[src/rtl/sram_bank_arbiter.sv]
// -----------------------------------------------------------------------------
// sram_bank_arbiter
//
// Shares a single scratch SRAM bank between NUM_REQ pipeline-stage
// requesters. At most one request is granted per cycle. Grants rotate
// round-robin. A requester may hold a bounded lock so that it can issue
// back-to-back beats without other requesters interleaving. The granted
// command is registered onto the bank port. Read data is steered back to
// the issuing requester two cycles after the accept.
//
// Handshake: a requester raises req_valid_i[i] and holds addr/we/wdata/lock
// stable until it is accepted. An accept happens in any cycle where
// req_valid_i[i] && req_ready_o[i]. req_ready_o is combinational and is
// one-hot or zero. Responses have no backpressure. rsp_valid_o[i] is a
// one-cycle pulse that qualifies rsp_rdata_o.
//
// Ports
//   CLK_i, RST_i        clock, synchronous active-high reset
//   req_valid_i         per-requester request valid
//   req_ready_o         per-requester grant (combinational, one-hot or zero)
//   req_we_i            per-requester write enable (1 = write)
//   req_lock_i          per-requester "keep grant on next beat"
//   req_addr_i          NUM_REQ x ADDR_W packed word addresses
//   req_wdata_i         NUM_REQ x LANES*WIDTH packed write data
//   rsp_valid_o         per-requester read response pulse
//   rsp_rdata_o         shared read data, qualified by rsp_valid_o
//   sram_en_o/we_o/addr_o/wdata_o   registered bank command
//   sram_rdata_i        bank read data, one cycle after a read strobe
//   dbg_rr_ptr_o        current round-robin priority index
//   dbg_lock_valid_o    lock state (1 = a requester holds the lock)
//   dbg_lock_own_o      current lock owner
//   dbg_lock_cnt_o      beats granted under the current lock
// -----------------------------------------------------------------------------
module sram_bank_arbiter #(
    parameter int NUM_REQ  = 4,
    parameter int ADDR_W   = 8,
    parameter int WIDTH    = 16,
    parameter int LANES    = 16,
    parameter int LOCK_MAX = 8,
    localparam int DATA_W  = LANES * WIDTH,
    localparam int IDX_W   = $clog2(NUM_REQ),
    localparam int CNT_W   = $clog2(LOCK_MAX + 1)
) (
    input  logic                      CLK_i,
    input  logic                      RST_i,
    input  logic [NUM_REQ-1:0]        req_valid_i,
    output logic [NUM_REQ-1:0]        req_ready_o,
    input  logic [NUM_REQ-1:0]        req_we_i,
    input  logic [NUM_REQ-1:0]        req_lock_i,
    input  logic [NUM_REQ*ADDR_W-1:0] req_addr_i,
    input  logic [NUM_REQ*DATA_W-1:0] req_wdata_i,
    output logic [NUM_REQ-1:0]        rsp_valid_o,
    output logic [DATA_W-1:0]         rsp_rdata_o,
    output logic                      sram_en_o,
    output logic                      sram_we_o,
    output logic [ADDR_W-1:0]         sram_addr_o,
    output logic [DATA_W-1:0]         sram_wdata_o,
    input  logic [DATA_W-1:0]         sram_rdata_i,
    output logic [IDX_W-1:0]          dbg_rr_ptr_o,
    output logic                      dbg_lock_valid_o,
    output logic [IDX_W-1:0]          dbg_lock_own_o,
    output logic [CNT_W-1:0]          dbg_lock_cnt_o
);

    // One extra bit so rr_ptr + offset never overflows before the wrap.
    localparam logic [IDX_W:0]   NUM_REQ_W  = (IDX_W + 1)'(NUM_REQ);
    localparam logic [CNT_W-1:0] LOCK_MAX_C = CNT_W'(LOCK_MAX);

    typedef enum logic {
        LK_FREE = 1'b0,
        LK_HELD = 1'b1
    } lock_state_e;

    // Lock / priority state
    lock_state_e      lock_state_q, lock_state_d;
    logic [IDX_W-1:0] lock_own_q, lock_own_d;
    logic [CNT_W-1:0] lock_cnt_q, lock_cnt_d;
    logic [IDX_W-1:0] rr_ptr_q, rr_ptr_d;

    // Registered bank command
    logic              sram_en_q;
    logic              sram_we_q;
    logic [ADDR_W-1:0] sram_addr_q;
    logic [DATA_W-1:0] sram_wdata_q;

    // Read response pipeline
    logic             rsp_s1_vld_q, rsp_s2_vld_q;
    logic [IDX_W-1:0] rsp_s1_id_q, rsp_s2_id_q;

    // Grant selection
    logic             lock_hold;
    logic             grant_vld;
    logic [IDX_W-1:0] grant_idx;
    logic [IDX_W:0]   scan_idx;
    logic             accept;

    // Selected requester's command
    logic              sel_we;
    logic              sel_lock;
    logic [ADDR_W-1:0] sel_addr;
    logic [DATA_W-1:0] sel_wdata;

    // Next-state helpers
    logic [CNT_W-1:0] cnt_base;
    logic [CNT_W-1:0] cnt_next;
    logic [IDX_W:0]   rr_next;

    // -------------------------------------------------------------------------
    // Grant selection
    // -------------------------------------------------------------------------
    always_comb begin : grant_sel
        grant_vld = 1'b0;
        grant_idx = '0;
        scan_idx  = '0;
        // A lock only holds while its owner keeps valid high. Otherwise the
        // lock releases and normal arbitration runs in this same cycle.
        lock_hold = (lock_state_q == LK_HELD) && req_valid_i[lock_own_q];
        if (lock_hold) begin
            grant_vld = 1'b1;
            grant_idx = lock_own_q;
        end else begin
            // Scan from the farthest offset down to offset 0. The last
            // match wins, so the requester closest to rr_ptr gets the grant.
            for (int k = NUM_REQ - 1; k >= 0; k--) begin
                scan_idx = {1'b0, rr_ptr_q} + (IDX_W + 1)'(k);
                if (scan_idx >= NUM_REQ_W) begin
                    scan_idx = scan_idx - NUM_REQ_W;
                end
                if (req_valid_i[scan_idx[IDX_W-1:0]]) begin
                    grant_vld = 1'b1;
                    grant_idx = scan_idx[IDX_W-1:0];
                end
            end
        end
        if (RST_i) begin
            grant_vld = 1'b0;
        end
    end

    // A grant only goes to a valid requester, so grant == accept.
    assign accept = grant_vld;

    always_comb begin : ready_dec
        req_ready_o = '0;
        for (int i = 0; i < NUM_REQ; i++) begin
            req_ready_o[i] = grant_vld && (grant_idx == IDX_W'(i));
        end
    end

    always_comb begin : cmd_mux
        sel_we    = 1'b0;
        sel_lock  = 1'b0;
        sel_addr  = '0;
        sel_wdata = '0;
        for (int i = 0; i < NUM_REQ; i++) begin
            if (grant_idx == IDX_W'(i)) begin
                sel_we    = req_we_i[i];
                sel_lock  = req_lock_i[i];
                sel_addr  = req_addr_i[i*ADDR_W +: ADDR_W];
                sel_wdata = req_wdata_i[i*DATA_W +: DATA_W];
            end
        end
    end

    // -------------------------------------------------------------------------
    // Lock FSM: next state
    // -------------------------------------------------------------------------
    always_comb begin : lock_next
        lock_state_d = lock_state_q;
        lock_own_d   = lock_own_q;
        lock_cnt_d   = lock_cnt_q;
        rr_ptr_d     = rr_ptr_q;

        // A released lock contributes no beats to a new lock.
        cnt_base = lock_hold ? lock_cnt_q : '0;
        cnt_next = cnt_base + CNT_W'(1);

        rr_next = {1'b0, grant_idx} + (IDX_W + 1)'(1);
        if (rr_next == NUM_REQ_W) begin
            rr_next = '0;
        end

        if (!lock_hold) begin
            lock_state_d = LK_FREE;
            lock_cnt_d   = '0;
        end

        if (accept) begin
            if (sel_lock && (cnt_next < LOCK_MAX_C)) begin
                // Keep the grant and leave the round-robin pointer alone.
                lock_state_d = LK_HELD;
                lock_own_d   = grant_idx;
                lock_cnt_d   = cnt_next;
            end else begin
                // Normal grant or forced release at LOCK_MAX beats.
                lock_state_d = LK_FREE;
                lock_cnt_d   = '0;
                rr_ptr_d     = rr_next[IDX_W-1:0];
            end
        end
    end

    // -------------------------------------------------------------------------
    // Lock FSM: state register
    // -------------------------------------------------------------------------
    always_ff @(posedge CLK_i) begin : lock_regs
        if (RST_i) begin
            lock_state_q <= LK_FREE;
            lock_own_q   <= '0;
            lock_cnt_q   <= '0;
            rr_ptr_q     <= '0;
        end else begin
            lock_state_q <= lock_state_d;
            lock_own_q   <= lock_own_d;
            lock_cnt_q   <= lock_cnt_d;
            rr_ptr_q     <= rr_ptr_d;
        end
    end

    // -------------------------------------------------------------------------
    // Bank command register and response pipeline
    // -------------------------------------------------------------------------
    always_ff @(posedge CLK_i) begin : datapath_regs
        if (RST_i) begin
            sram_en_q    <= 1'b0;
            sram_we_q    <= 1'b0;
            sram_addr_q  <= '0;
            sram_wdata_q <= '0;
            rsp_s1_vld_q <= 1'b0;
            rsp_s1_id_q  <= '0;
            rsp_s2_vld_q <= 1'b0;
            rsp_s2_id_q  <= '0;
        end else begin
            sram_en_q <= accept;
            // Without an accept the command fields keep their last values.
            if (accept) begin
                sram_we_q    <= sel_we;
                sram_addr_q  <= sel_addr;
                sram_wdata_q <= sel_wdata;
            end
            // Stage 1 lines up with the bank strobe. Stage 2 lines up with
            // the bank's read data one cycle later.
            rsp_s1_vld_q <= accept && !sel_we;
            rsp_s1_id_q  <= grant_idx;
            rsp_s2_vld_q <= rsp_s1_vld_q;
            rsp_s2_id_q  <= rsp_s1_id_q;
        end
    end

    assign sram_en_o    = sram_en_q;
    assign sram_we_o    = sram_we_q;
    assign sram_addr_o  = sram_addr_q;
    assign sram_wdata_o = sram_wdata_q;

    always_comb begin : rsp_dec
        rsp_valid_o = '0;
        for (int i = 0; i < NUM_REQ; i++) begin
            rsp_valid_o[i] = rsp_s2_vld_q && (rsp_s2_id_q == IDX_W'(i));
        end
    end

    assign rsp_rdata_o = sram_rdata_i;

    assign dbg_rr_ptr_o     = rr_ptr_q;
    assign dbg_lock_valid_o = (lock_state_q == LK_HELD);
    assign dbg_lock_own_o   = lock_own_q;
    assign dbg_lock_cnt_o   = lock_cnt_q;

endmodule

[config.mk]
export PLATFORM = sky130hd
export DESIGN_NAME = sram_bank_arbiter
export DESIGN_NICKNAME = d
export VERILOG_FILES = /design/src/rtl/sram_bank_arbiter.sv
export SDC_FILE = /design/constraint.sdc
export NUM_CORES = 1
export LEC_CHECK = 0
export CAP_MARGIN = 10
export CORE_AREA = 2 2 731 733
export DETAILED_ROUTE_END_ITERATION = 10
export DIE_AREA = 0 0 733 735
export PLACE_DENSITY = 0.3
export SYNTH_ARGS = -nofsm -noshare
export SYNTH_HDL_FRONTEND = slang
export SYNTH_SLANG_ARGS = --single-unit
[constraint.sdc]
create_clock -name CLK_i -period 6.4 [get_ports CLK_i]
set_input_delay 0.96 -clock CLK_i [delete_from_list [all_inputs] [get_ports CLK_i]]
set_output_delay 0.96 -clock CLK_i [all_outputs]
set_load 0.05 [all_outputs]
==> results.json <==
{
  "outcome": "finished clean",
  "cap_violations": 0,
  "min-delay-path-class": "reg2reg",
  "reg2reg_slack_ns": 2.17,
  "final_common_cell": "clkdlybuf4s50_1",
  "final_util_pct": 7.97,
  "synth_top_flop_cell": "dfxtp_1",
  "dieArea_mm2": 0.539,
  "synth_area_per_cell_um2": 7.32,
  "ys_warn_count": 0,
  "cp.arrival_ns": 4.12,
  "grt_pass1_wl_um": 364000,
  "whs_ns": 0.495,
  "crit_fanout": 12,
  "route.detailed.drc": 0,
  "crit_path_end_kind": "primary output",
  "vdd_drop_max_mv": 0.306,
  "num_rows": 268,
  "max-slew-margin-rel_pct": 18.0,
  "ys_ff_latch": 281,
  "layout_min_cycle_time_ns": 5.08,
  "synth_edf_count": 0,
  "seq_area_frac_synth_pct": 27.8,
  "skew_ns": 0.0327,
  "p_leak_nw": 14.1,
  "layout_common_cells": "clkdlybuf4s50_1 (1326), a21oi_1 (795), dfxtp_1 (281)",
  "finalMaxSlewViolations": 0,
  "dpl_cell_area_mm2": 0.0403,
  "layout.nets": 5040,
  "synthDistinctLibCells": 44,
  "wirelength_um": 303000,
  "synthCells": 2761,
  "drtIter0Drc": 1434,
  "clk_latency_ns": 0.75,
  "setup_viol": 0,
  "endpoint": "req_ready_o[1]",
  "synth_nets": 4092,
  "clock.fmax_mhz": 197,
  "cp-start-kind": "input port",
  "die_h_um": 735,
  "grt.overflow.total": 0,
  "rsz0062_at_grt": "no",
  "crit_path_start": "req_valid_i[1]",
  "grt_pass1_vias": 26900,
  "viasPerCell": 2.42,
  "finalHoldViolCount": 0,
  "cts.clk_slew.worst_paths_ns": 0.06,
  "avgRoutedWirePerCell_um": 28.1,
  "ctsHtreeMaxLevel": 2,
  "required_ns": 5.44,
  "drive_above_1_share_pct": 6.10,
  "vias": 26100,
  "ios": 1865,
  "tritoncts": "built",
  "cts_setup_buffers": 0,
  "grt_max_degree": 161,
  "dieWidth_um": 733,
  "fin_area_mm2": 0.0423,
  "power_density_mw_per_mm2": 491,
  "grt_usage_pct": 10.7,
  "coreArea_mm2": 0.531,
  "synth_area_mm2": 0.0202,
  "postRouteAntennaNets": 0,
  "period_share_pct": 79.4,
  "gp_congestion": 0.899,
  "cts-resized-gates": 0,
  "syn_to_final_growth_pct": 110,
  "hold_buffers": 0,
  "tns_ns": 0,
  "antenna_found_initial": 73,
  "seq_power_share_pct": 14.3,
  "tightest_slew_ns": 1.23,
  "port_buffers": 1352,
  "root_buffer": "clkbuf_16",
  "r2r_cells": 12,
  "combPwrFrac_pct": 69.2,
  "clk_path_buf_depth": 3,
  "clockPowerShare_pct": 16.5,
  "switching_power_mw": 11.8,
  "internal_power_mw": 9.01,
  "hpwl_um": 263000,
  "crit_type": "in2out",
  "drt_pass1_iterations": 7,
  "start_util_pct": 3.81,
  "r2r-end": "sram_wdata_o[40]$_SDFFE_PP0P_",
  "cts_sinks": 281,
  "switching_share_pct": 56.7,
  "async_flop_share_pct": 0,
  "r2r-start": "dbg_lock_own_o[0]$_SDFFE_PP0P_",
  "cts_buffers": 54
}
synth_stat cells, drive strengths merged, types with 2 or more instances:
cell      n  area share, %
a21oi   795             20
buf     336             11
dfxtp   281             28
o21ai   268            6.6
nand2   267            5.0
o211a   263             13
nand3b  262            9.7
clkbuf  215            4.0
nor2b     9           0.28
and2      8           0.25
nor2      7           0.13
ha        5           0.31
nor3      5           0.12
inv       4          0.074
nand3     4          0.099
a221oi    3           0.13
and3      2          0.062
and3b     2          0.087
mux2      2           0.11
nand2b    2          0.062
nor4      2           0.14
kinds of logic after synthesis:
| logic type | synth area share (%) |
|---|---|
| AO/OA/AOI/OAI | 40.2 |
| XOR/XNOR | 0.0433 |
| adder cells (fa/ha/maj) | 0.310 |
| buffers and inverters | 15.4 |
| flip-flops | 27.8 |
| multiplexers | 0.161 |
| other | 0.0186 |
| AND/OR/NAND/NOR | 16.0 |
registers in the layout, summed over array words and instances (netlist names):
register and count:
dbg_lock_cnt_o 4, dbg_lock_own_o 2, dbg_lock_valid_o 1, dbg_rr_ptr_o 2, rsp_s1_id_q 2, rsp_s1_vld_q 1
rsp_s2_id_q 2, rsp_s2_vld_q 1, sram_addr_o 8, sram_en_o 1, sram_wdata_o 256, sram_we_o 1
final cells by class:
class | count | area [um2]
fillers | 62300 | 489000
repair buffers | 1443 | 14400
multi-input cells | 1924 | 11500
well taps | 7020 | 8780
flip-flops and latches | 281 | 5630
clock buffers | 68 | 1490
clock inverters | 32 | 482
inverters | 5 | 26.3
diodes | 8 | 20.0
worst min path at each step:
stage,start,endpoint,cells after the start
after global placement,sram_wdata_o[131]$_SDFFE_PP0P_,sram_wdata_o[131]$_SDFFE_PP0P_,1
after floorplan,rsp_s1_id_q[0]$_SDFF_PP0_,rsp_s2_id_q[0]$_SDFF_PP0_,1
final,sram_wdata_o[189]$_SDFFE_PP0P_,sram_wdata_o[189]$_SDFFE_PP0P_,1
after global routing,sram_wdata_o[242]$_SDFFE_PP0P_,sram_wdata_o[242]$_SDFFE_PP0P_,1
after CTS,sram_wdata_o[189]$_SDFFE_PP0P_,sram_wdata_o[189]$_SDFFE_PP0P_,1
after detailed placement,sram_wdata_o[189]$_SDFFE_PP0P_,sram_wdata_o[189]$_SDFFE_PP0P_,1
routing by layer:
metal	track usage (%)	part of all wire, %	wire [um]
met5	0	0.038	115
met1	10.3	33	100000
met2	17.4	45	137000
met3	8.60	18	54400
met4	3.28	3.6	11000
through the flow:
stage               setup WS, ns  instances  power, mW
floorplan                   2.25       2761       10.6
global placement            1.07      10700       18.0
detailed placement          1.07      10700       18.0
CTS                         1.22      10800       21.7
global route                1.12      10800       22.4
finish                      1.32      10800       20.8
worst max-delay path, stage by stage:
cell	delay, ns
clkdlybuf4s50_1	0.64
mux2i_1	0.18
o2bb2ai_2	0.36
nand2_1	0.10
o31a_1	0.24
inv_1	0.22
ha_4	0.39
and2_1	0.19
clkdlybuf4s50_1	0.83
power by group through the flow:
stage,combinational [mW],clock [mW],sequential (mW)
2_1_floorplan,5.50,0,5.06
3_3_place_gp,15.0,0,3.02
3_5_place_dp,15.0,0,3.02
4_1_cts,15.0,3.69,3.00
5_1_grt,15.7,3.68,3.06
6_report,14.4,3.44,2.97
(Power assumes the default switching activity.)
